===== src/rtl/bootprom_ctrl.sv =====
// Boot EPROM bus controller: 68010 PROM-space cycles to 27256 strobes, word merge, DTACK/BERR.
// Optional BOOTPROM_OVERLAY_EN maps reads at any address to PROM for the first four reads after reset.
module bootprom_ctrl #(
    parameter int unsigned ACCESS_CYCLES   = 4,
    parameter int unsigned RECOVERY_CYCLES = 1
) (
    input  logic        clk,
    input  logic        reset_n,
    input  logic        cpu_as_n,
    input  logic        cpu_rw,
    input  logic [23:1] cpu_addr,
    input  logic        prom_sel,
    output logic [15:0] cpu_data_out,
    output logic        cpu_data_oe,
    output logic        cpu_dtack_n,
    output logic        cpu_berr_n,
    output logic [14:0] prom_addr,
    output logic        prom_ce_n,
    output logic        prom_oe_n,
    input  logic [7:0]  prom_data_h,
    input  logic [7:0]  prom_data_l
);

    typedef enum logic [2:0] {
        IDLE,
        ACCESS,
        HOLD,
        ERR,
        RECOVER
    } state_t;

    localparam logic [3:0] ACC_LOAD = 4'(ACCESS_CYCLES - 1);
    localparam logic [3:0] REC_LOAD =
        (RECOVERY_CYCLES == 0) ? 4'd0 : 4'(RECOVERY_CYCLES - 1);

    state_t     state;
    logic [3:0] cnt;
    logic       rd_hit;
    logic       wr_hit;
    logic       unused_addr;

    assign unused_addr = ^cpu_addr[23:16];

`ifdef BOOTPROM_OVERLAY_EN
    logic       ovl;
    logic [1:0] rd_cnt;

    // Reads reaching HOLD are counted; the fourth one drops the overlay.
    always_ff @(posedge clk or negedge reset_n) begin
        if (!reset_n) begin
            ovl    <= 1'b1;
            rd_cnt <= 2'd0;
        end else if (ovl && state == ACCESS && !cpu_as_n && cnt == 4'd0) begin
            rd_cnt <= rd_cnt + 2'd1;
            if (rd_cnt == 2'd3)
                ovl <= 1'b0;
        end
    end

    assign rd_hit = !cpu_as_n && cpu_rw && (prom_sel || ovl);
    assign wr_hit = !cpu_as_n && !cpu_rw && prom_sel;
`else
    assign rd_hit = !cpu_as_n && cpu_rw && prom_sel;
    assign wr_hit = !cpu_as_n && !cpu_rw && prom_sel;
`endif

    always_ff @(posedge clk or negedge reset_n) begin
        if (!reset_n) begin
            state        <= IDLE;
            cnt          <= 4'd0;
            cpu_data_out <= 16'd0;
            cpu_data_oe  <= 1'b0;
            cpu_dtack_n  <= 1'b1;
            cpu_berr_n   <= 1'b1;
            prom_addr    <= 15'd0;
            prom_ce_n    <= 1'b1;
            prom_oe_n    <= 1'b1;
        end else begin
            unique case (state)
                IDLE: begin
                    if (rd_hit) begin
                        state     <= ACCESS;
                        prom_addr <= cpu_addr[15:1];
                        cnt       <= ACC_LOAD;
                        prom_ce_n <= 1'b0;
                        prom_oe_n <= 1'b0;
                    end else if (wr_hit) begin
                        state      <= ERR;
                        cpu_berr_n <= 1'b0;
                    end
                end
                ACCESS: begin
                    if (cpu_as_n) begin
                        state     <= RECOVER;
                        cnt       <= REC_LOAD;
                        prom_ce_n <= 1'b1;
                        prom_oe_n <= 1'b1;
                    end else if (cnt == 4'd0) begin
                        cpu_data_out <= {prom_data_h, prom_data_l};
                        state        <= HOLD;
                    end else begin
                        cnt <= cnt - 4'd1;
                    end
                end
                HOLD: begin
                    if (cpu_as_n) begin
                        state       <= RECOVER;
                        cnt         <= REC_LOAD;
                        cpu_dtack_n <= 1'b1;
                        cpu_data_oe <= 1'b0;
                        prom_ce_n   <= 1'b1;
                        prom_oe_n   <= 1'b1;
                    end else begin
                        cpu_dtack_n <= 1'b0;
                        cpu_data_oe <= 1'b1;
                    end
                end
                ERR: begin
                    if (cpu_as_n) begin
                        state      <= RECOVER;
                        cnt        <= REC_LOAD;
                        cpu_berr_n <= 1'b1;
                    end
                end
                RECOVER: begin
                    cpu_dtack_n <= 1'b1;
                    cpu_berr_n  <= 1'b1;
                    cpu_data_oe <= 1'b0;
                    prom_ce_n   <= 1'b1;
                    prom_oe_n   <= 1'b1;
                    if (cnt == 4'd0)
                        state <= IDLE;
                    else
                        cnt <= cnt - 4'd1;
                end
                default: state <= IDLE;
            endcase
        end
    end

endmodule


===== config.mk =====
export PLATFORM = sky130hd
export DESIGN_NAME = bootprom_ctrl
export DESIGN_NICKNAME = d
export VERILOG_FILES = /design/src/rtl/bootprom_ctrl.sv
export SDC_FILE = /design/constraint.sdc
export NUM_CORES = 1
export LEC_CHECK = 0
export ABC_AREA = 1
export BUFFER_PORTS_ARGS = -buffer_cell sky130_fd_sc_hd__buf_2
export CAP_MARGIN = 20
export CORE_ASPECT_RATIO = 1.1
export CORE_MARGIN = 2
export CORE_UTILIZATION = 51
export CTS_BUF_LIST = sky130_fd_sc_hd__clkbuf_16
export CTS_CLUSTER_DIAMETER = 80
export DETAILED_ROUTE_END_ITERATION = 12
export HOLD_SLACK_MARGIN = 0.02
export PLACE_DENSITY_LB_ADDON = 0.2
export REMOVE_ABC_BUFFERS = 1
export SYNTH_ARGS = -nofsm -noshare
export SYNTH_HDL_FRONTEND = slang
export SYNTH_SLANG_ARGS = --single-unit

===== constraint.sdc =====
create_clock -name clk -period 2.3 [get_ports clk]
set_input_delay 0.46 -clock clk [delete_from_list [all_inputs] [get_ports clk]]
set_output_delay 0.46 -clock clk [all_outputs]
set_load 0.03 [all_outputs]

# ---- Word-level counts from Yosys, hierarchy flattened
# Cells that the tools add are included.
dict set report classes {
  mux 22
  addsub 1
  n_reduce_logical 20
  n_eq_ne 13
  n_bitwise 1
}
# operator count
set op_table {}
lappend op_table {{two-way mux 3 bit} 6}
lappend op_table {{two-way mux 4 bit} 4}
lappend op_table {{one-hot mux 4 bit (4 select lines)} 1}
lappend op_table {{one-hot mux 3 bit (4 select lines)} 1}
lappend op_table {{!= test 2 bit, second input constant} 5}
lappend op_table {{AND reduction 3 bit} 3}
lappend op_table {{AND reduction 4 bit} 2}
lappend op_table {{== test 3 x 2 -> 1 bit, second input constant} 2}
lappend op_table {{two-way mux 1 bit} 6}
lappend op_table {{!= test 3 bit, second input constant} 2}
lappend op_table {{one-hot mux 1 bit (3 select lines)} 2}
lappend op_table {{nonzero test 3 bit} 2}
lappend op_table {{logical AND 1 bit} 4}
lappend op_table {{logical NOT 4 bit} 1}
lappend op_table {{!= test 2 x 1 -> 1 bit, second input constant} 2}
lappend op_table {{one-hot mux 1 bit (2 select lines)} 2}
lappend op_table {{nonzero test 4 bit} 1}
lappend op_table {{OR reduction 2 bit} 2}
lappend op_table {{subtractor 4 x 1 -> 4 bit, second input constant} 1}
lappend op_table {{== test 3 x 1 -> 1 bit, second input constant} 1}
lappend op_table {{== test 3 bit, second input constant} 1}
lappend op_table {{logical NOT 3 bit} 1}
lappend op_table {{logical NOT 1 bit} 2}
lappend op_table {{AND reduction 2 bit} 1}
lappend op_table {{other kinds (2)} 2}
dict set report totals {
  elab_cells 65
  reg_bits 42
  out_inout_bits 36
  inputBits 44
}

# ---- Logic depth before layout (Yosys ltp)
dict set report logic_depth {
  word_depth 6
  ltp_mapped 9
  ltp_nobuf 9
}

# ---- Worst setup path before layout
# Ideal clock, no wire load.
dict set report synth_path {
  path_type {register to register}
  from {reg cnt[0]}
  to {reg state[0]}
  required_ps 2183
  setup_time_ps 117
  stages_incl_launch_ff 9
  setup_slack_ps 954
  t_arrival_ps 1229
  period_less_slack_ps 1346
  n_path_buf 1
  path_cell_list {dfrtp_1 > inv_1 > ha_1 > nand3_2 > buf_2 > nand2_2 > nand2_1 > nand2_1 > nand2_1}
}
dict set report synth_via {
  elab_chain_cells 3
  word_cells_on_any_way 4
  classes_between {eq/ne: 2; reduce/logical: 2}
}
# element line
set synth_lines {}
lappend synth_lines {{from (decl)} 37} ;# logic [3:0] cnt;
lappend synth_lines {{from (signal assigned)} 102} ;# cnt <= cnt - 4'd1;
lappend synth_lines {{from (signal assigned)} 134} ;# cnt <= cnt - 4'd1;
lappend synth_lines {{logical NOT 4 bit (*)} {98, 131}}
lappend synth_lines {{!= test 3 bit (no line) / != test 2 bit (equally long branches)} --}
lappend synth_lines {{AND reduction 4 bit (no line) (*)} --}
lappend synth_lines {{to (signal assigned)} 100} ;# state <= HOLD;
lappend synth_lines {{to (signal assigned)} 132} ;# state <= IDLE;
lappend synth_lines {{to (signal assigned)} 136} ;# default: state <= IDLE;
lappend synth_lines {{to (decl)} 36} ;# state_t state;
# Mark *: on every way between the ends. The rest lies on a longest branch, timed or not.
# A chain may end at the register's enable or synchronous reset.

# ---- Worst setup path after layout
dict set report layout_path {
  from {reg cnt[0]}
  to {reg cpu_data_out[9]}
}
dict set report layout_via {
  elab_chain_cells 2
}
# element line
set layout_lines {}
lappend layout_lines {{logical NOT 4 bit} 98} ;# end else if (cnt == 4'd0) begin
lappend layout_lines {{AND reduction 3 bit (no line)} --}
lappend layout_lines {{to (signal assigned)} 99} ;# cpu_data_out <= {prom_data_h, prom_data_l};
lappend layout_lines {{to (decl)} 13} ;# output logic [15:0] cpu_data_out,
# No other way between the ends.

==> key figures <==
Power
  – VDD IR max: 0.937 mV
  – Sequential share of power: 0.325
  – NetSw: 1.85 mW
  – Sw Share: 0.459
  – Combinational Power Share: 0.486
  – Part of the power in the clock network: 0.189
  – P_leak: about 1.5 nW
  – PD cells: 1600 nW/um2
  – Internal power: 2.18 mW

Floorplanning
  – Die area: 4410 um2
  – Core Area: about 3700 um2
  – I/O pins: 80
  – Chip Height: roughly 69 um
  – Starting Density: 0.540
  – Die W: 63.5 um
  – Core Rows: 23

Cells and area
  – Post-layout nets: about 350
  – Post-Layout Cell Count: 357
  – Fillers: 336
  – Synth-to-layout area growth: 27.1%
  – Share of layout cells above drive strength 1: 0.362
  – Antenna Cells: 0

Run
  – MaxCap Viol Count: 0

Yosys
  – Top cells by area, synth: dfrtp_1 (49%), nand2_1 (19%), o21ai_0 (5.0%)
  – Sequential area share after synthesis: 0.531
  – Count of different cell masters after synthesis: 26
  – Avg Cell Area, Syn: about 8.5 um2
  – Top cell type's share of synthesized area: 0.491
  – Number of synthesized register bits: 42
  – Mapped cell area: 1990 um2
  – Post-synthesis cell count: 234
  – Warnings, synthesis: 0
  – Post-synth top area cell: dfrtp_1

Timing
  – Fin crit share: 0.711
  – Slew @ Worst Pin: ~0.5 ns
  – Worst Skew: 0.00173 ns
  – Final setup TNS: 0 ns
  – Setup repair after global routing missed its margin: false
  – Post-route minimum period: between 1.5 and 2 ns
  – Slew Viols, Final: 0
  – Slew margin rel.: 0.664
  – Fmax: 612 MHz
  – Post-route worst setup slack: 0.665 ns
  – Final setup violation count: 0
  – Final Hold Viols: 0

Critical path
  – Worst-path maximum fanout: 16
  – RR Startpoint: cnt[0]
  – Critical path arrival: 1.86 ns
  – Worst path cell trace: inv_1 > ha_1 > nand3_2 > nor2_4 > nand2_1 > nand2_1
  – R2R setup slack: approximately 0.67 ns
  – Critical Path Source: cnt[0]
  – Crit end category: register
  – Setup CP Type: register to register
  – Worst endpoint required time: 2.52 ns
  – Reg2Reg Depth: 6
  – Most used cell, CP: nand2_1
  – Slowest CP cell: dfrtp_1
  – CP peak stage delay: about 0.4 ns
  – CP endpoint: cpu_data_out[9]
  – Setup crit start kind: register
  – Reg2reg end: cpu_data_out[9]

Drt
  – Drt drc: 0
  – 1st-pass router iterations: 4
  – Wire per inst: around 12 um
  – Initial DRC count: 57
  – Vias/cell: 4.77
  – Detail Route Antenna Nets: 0
  – Final wirelength: 4110 um
  – Via Count: 1,703

Global routing
  – Number of global-route vias before repair: ~1,700
  – Total gr overflow: 0
  – Pin count of the biggest net entering global routing: 43
  – First-pass GRT wire length: 7260 um
  – Initial antenna violation count: 0
  – GRT Total Usage: 0.210

Clock tree
  – H-Tree Depth: 2
  – CTS tree: done
  – PostCTS Resize Cnt: 0
  – Sink Count: between 40 and 50
  – Clock root cell: clkbuf_16
  – Skew-Pair Late Insertion Delay: 0.28 ns
  – Hold Buf Count CTS: 0
  – Number of CTS-inserted buffers: 5
  – Max clock buf depth: 2
  – Post-CTS setup buffers: 0
  – Worst-path clk slew: 0.06 ns

Placement
  – Gpl congestion: 0.880
  – DP HPWL: between 2000 and 3000 um
  – PortBufs: between 70 and 80
  – Inst Count DP: 350
  – DP Worst Slack: 0.657 ns

Outcome
  – Status: finished clean

Worst hold path
  – Worst Hold Class: input port to async pin
-- power groups by stage --
stage / sequential (mW) / clock [mW] / combinational (mW)
floorplan: 1.93 / 0 / 0.809
global placement: 1.31 / 0 / 1.94
detailed placement: 1.32 / 0 / 1.98
CTS: 1.32 / 0.781 / 1.99
global route: 1.36 / 0.812 / 2.17
finish: 1.31 / 0.762 / 1.96
-- per-stage QoR --
step                power [mW]   util  cell area, um2  hold slack, ns
finish                    4.04  0.686            2530           0.235
global route              4.34  0.686            2530           0.288
CTS                       4.08  0.686            2530           0.256
detailed placement        3.30  0.643            2370           0.452
global placement          3.25  0.643            2370           0.448
floorplan                 2.73      -            1930           0.164
-- cell usage after synthesis --
library cell / number
a21oi_1: 1
buf_2: 1
buf_4: 2
buf_6: 1
buf_8: 1
clkbuf_1: 2
dfrtp_1: 39
dfstp_2: 3
ha_1: 1
inv_1: 11
inv_2: 5
inv_4: 1
nand2_1: 100
nand2_2: 15
nand2_4: 1
nand3_1: 13
nand3_2: 3
nand3_4: 1
nand4_1: 3
nor2_1: 3
nor2_4: 2
nor2_8: 1
o21a_1: 1
o21ai_0: 20
o21ai_1: 1
xor2_1: 2
-- cell usage in the layout, fill, tap and decap left out, types with 2 or more instances in the layout --
master / synthesis / routed
dfstp_2: 3 / 3
nand2_2: 15 / 15
nor2_4: 2 / 2
buf_2: 1 / 71
inv_1: 11 / 11
o21ai_0: 20 / 20
dfrtp_1: 39 / 39
nor2_1: 3 / 3
nand4_1: 3 / 3
clkbuf_16: 0 / 5
nand3_2: 3 / 3
inv_2: 5 / 5
xor2_1: 2 / 2
buf_4: 2 / 2
nand3_1: 13 / 13
nand2_1: 100 / 100
-- flip-flops by register name (all words and copies together), names as in the netlist --
signal and cells:
prom_addr 15, cpu_data_out 16, cpu_berr_n 1, cpu_data_oe 1, prom_oe_n 1, cpu_dtack_n 1
cnt 4, state 3
-- logic make-up after synthesis --
group,count (synthesis),synth area share
and+or+nand+nor,142,0.335
DFF,42,0.531
buffers and inverters,24,0.0604
AOI/OAI and AO/OA,23,0.0592
xor gates and xnor gates,2,0.00881
adders and majority gates,1,0.00629
-- layer usage --
layer | GRT usage | wire length [um] | vias to the layer above | share of wire
li1 | - | - | 879 | -
met1 | 0.252 | 1830 | 771 | 0.45
met5 | 0 | 0 | - | 0
met2 | 0.349 | 1950 | 48 | 0.48
met4 | 0.0797 | 67 | 0 | 0.016
met3 | 0.0698 | 257 | 5 | 0.063
-- final cells by class --
| type | count | area, um2 | area share |
|---|---|---|---|
| clock buffer | 5 | 125 | 0.0495 |
| inverter | 17 | 66.3 | 0.0263 |
| tap | 50 | 62.6 | 0.0248 |
| timing repair buffer | 73 | 370 | 0.147 |
| sequential | 42 | 1050 | 0.418 |
| multi-input combinational | 168 | 813 | 0.322 |
| clock inverter | 2 | 33.8 | 0.0134 |
-- critical path, delay by kind of cell (launching register included) --
kind | cells | cell delay [ns]
fa+ha+maj | 1 | 0.24
buf+inv | 1 | 0.10
flops | 1 | 0.39
simple gates | 4 | 0.84
-- how the worst min path moves through the flow --
| stage | startpoint | end | slack (ns) |
|---|---|---|---|
| 5_1_grt | reset_n | cpu_data_out[12] | 0.29 |
| 3_3_place_gp | cpu_berr_n | cpu_berr_n | 0.45 |
| 6_report | reset_n | cpu_data_out[5] | 0.23 |
| 4_1_cts | reset_n | cpu_data_out[12] | 0.26 |
| 3_5_place_dp | cpu_berr_n | cpu_berr_n | 0.45 |
| 2_1_floorplan | reset_n | cnt[0] | 0.16 |
Power figures use the tool's default switching activity.
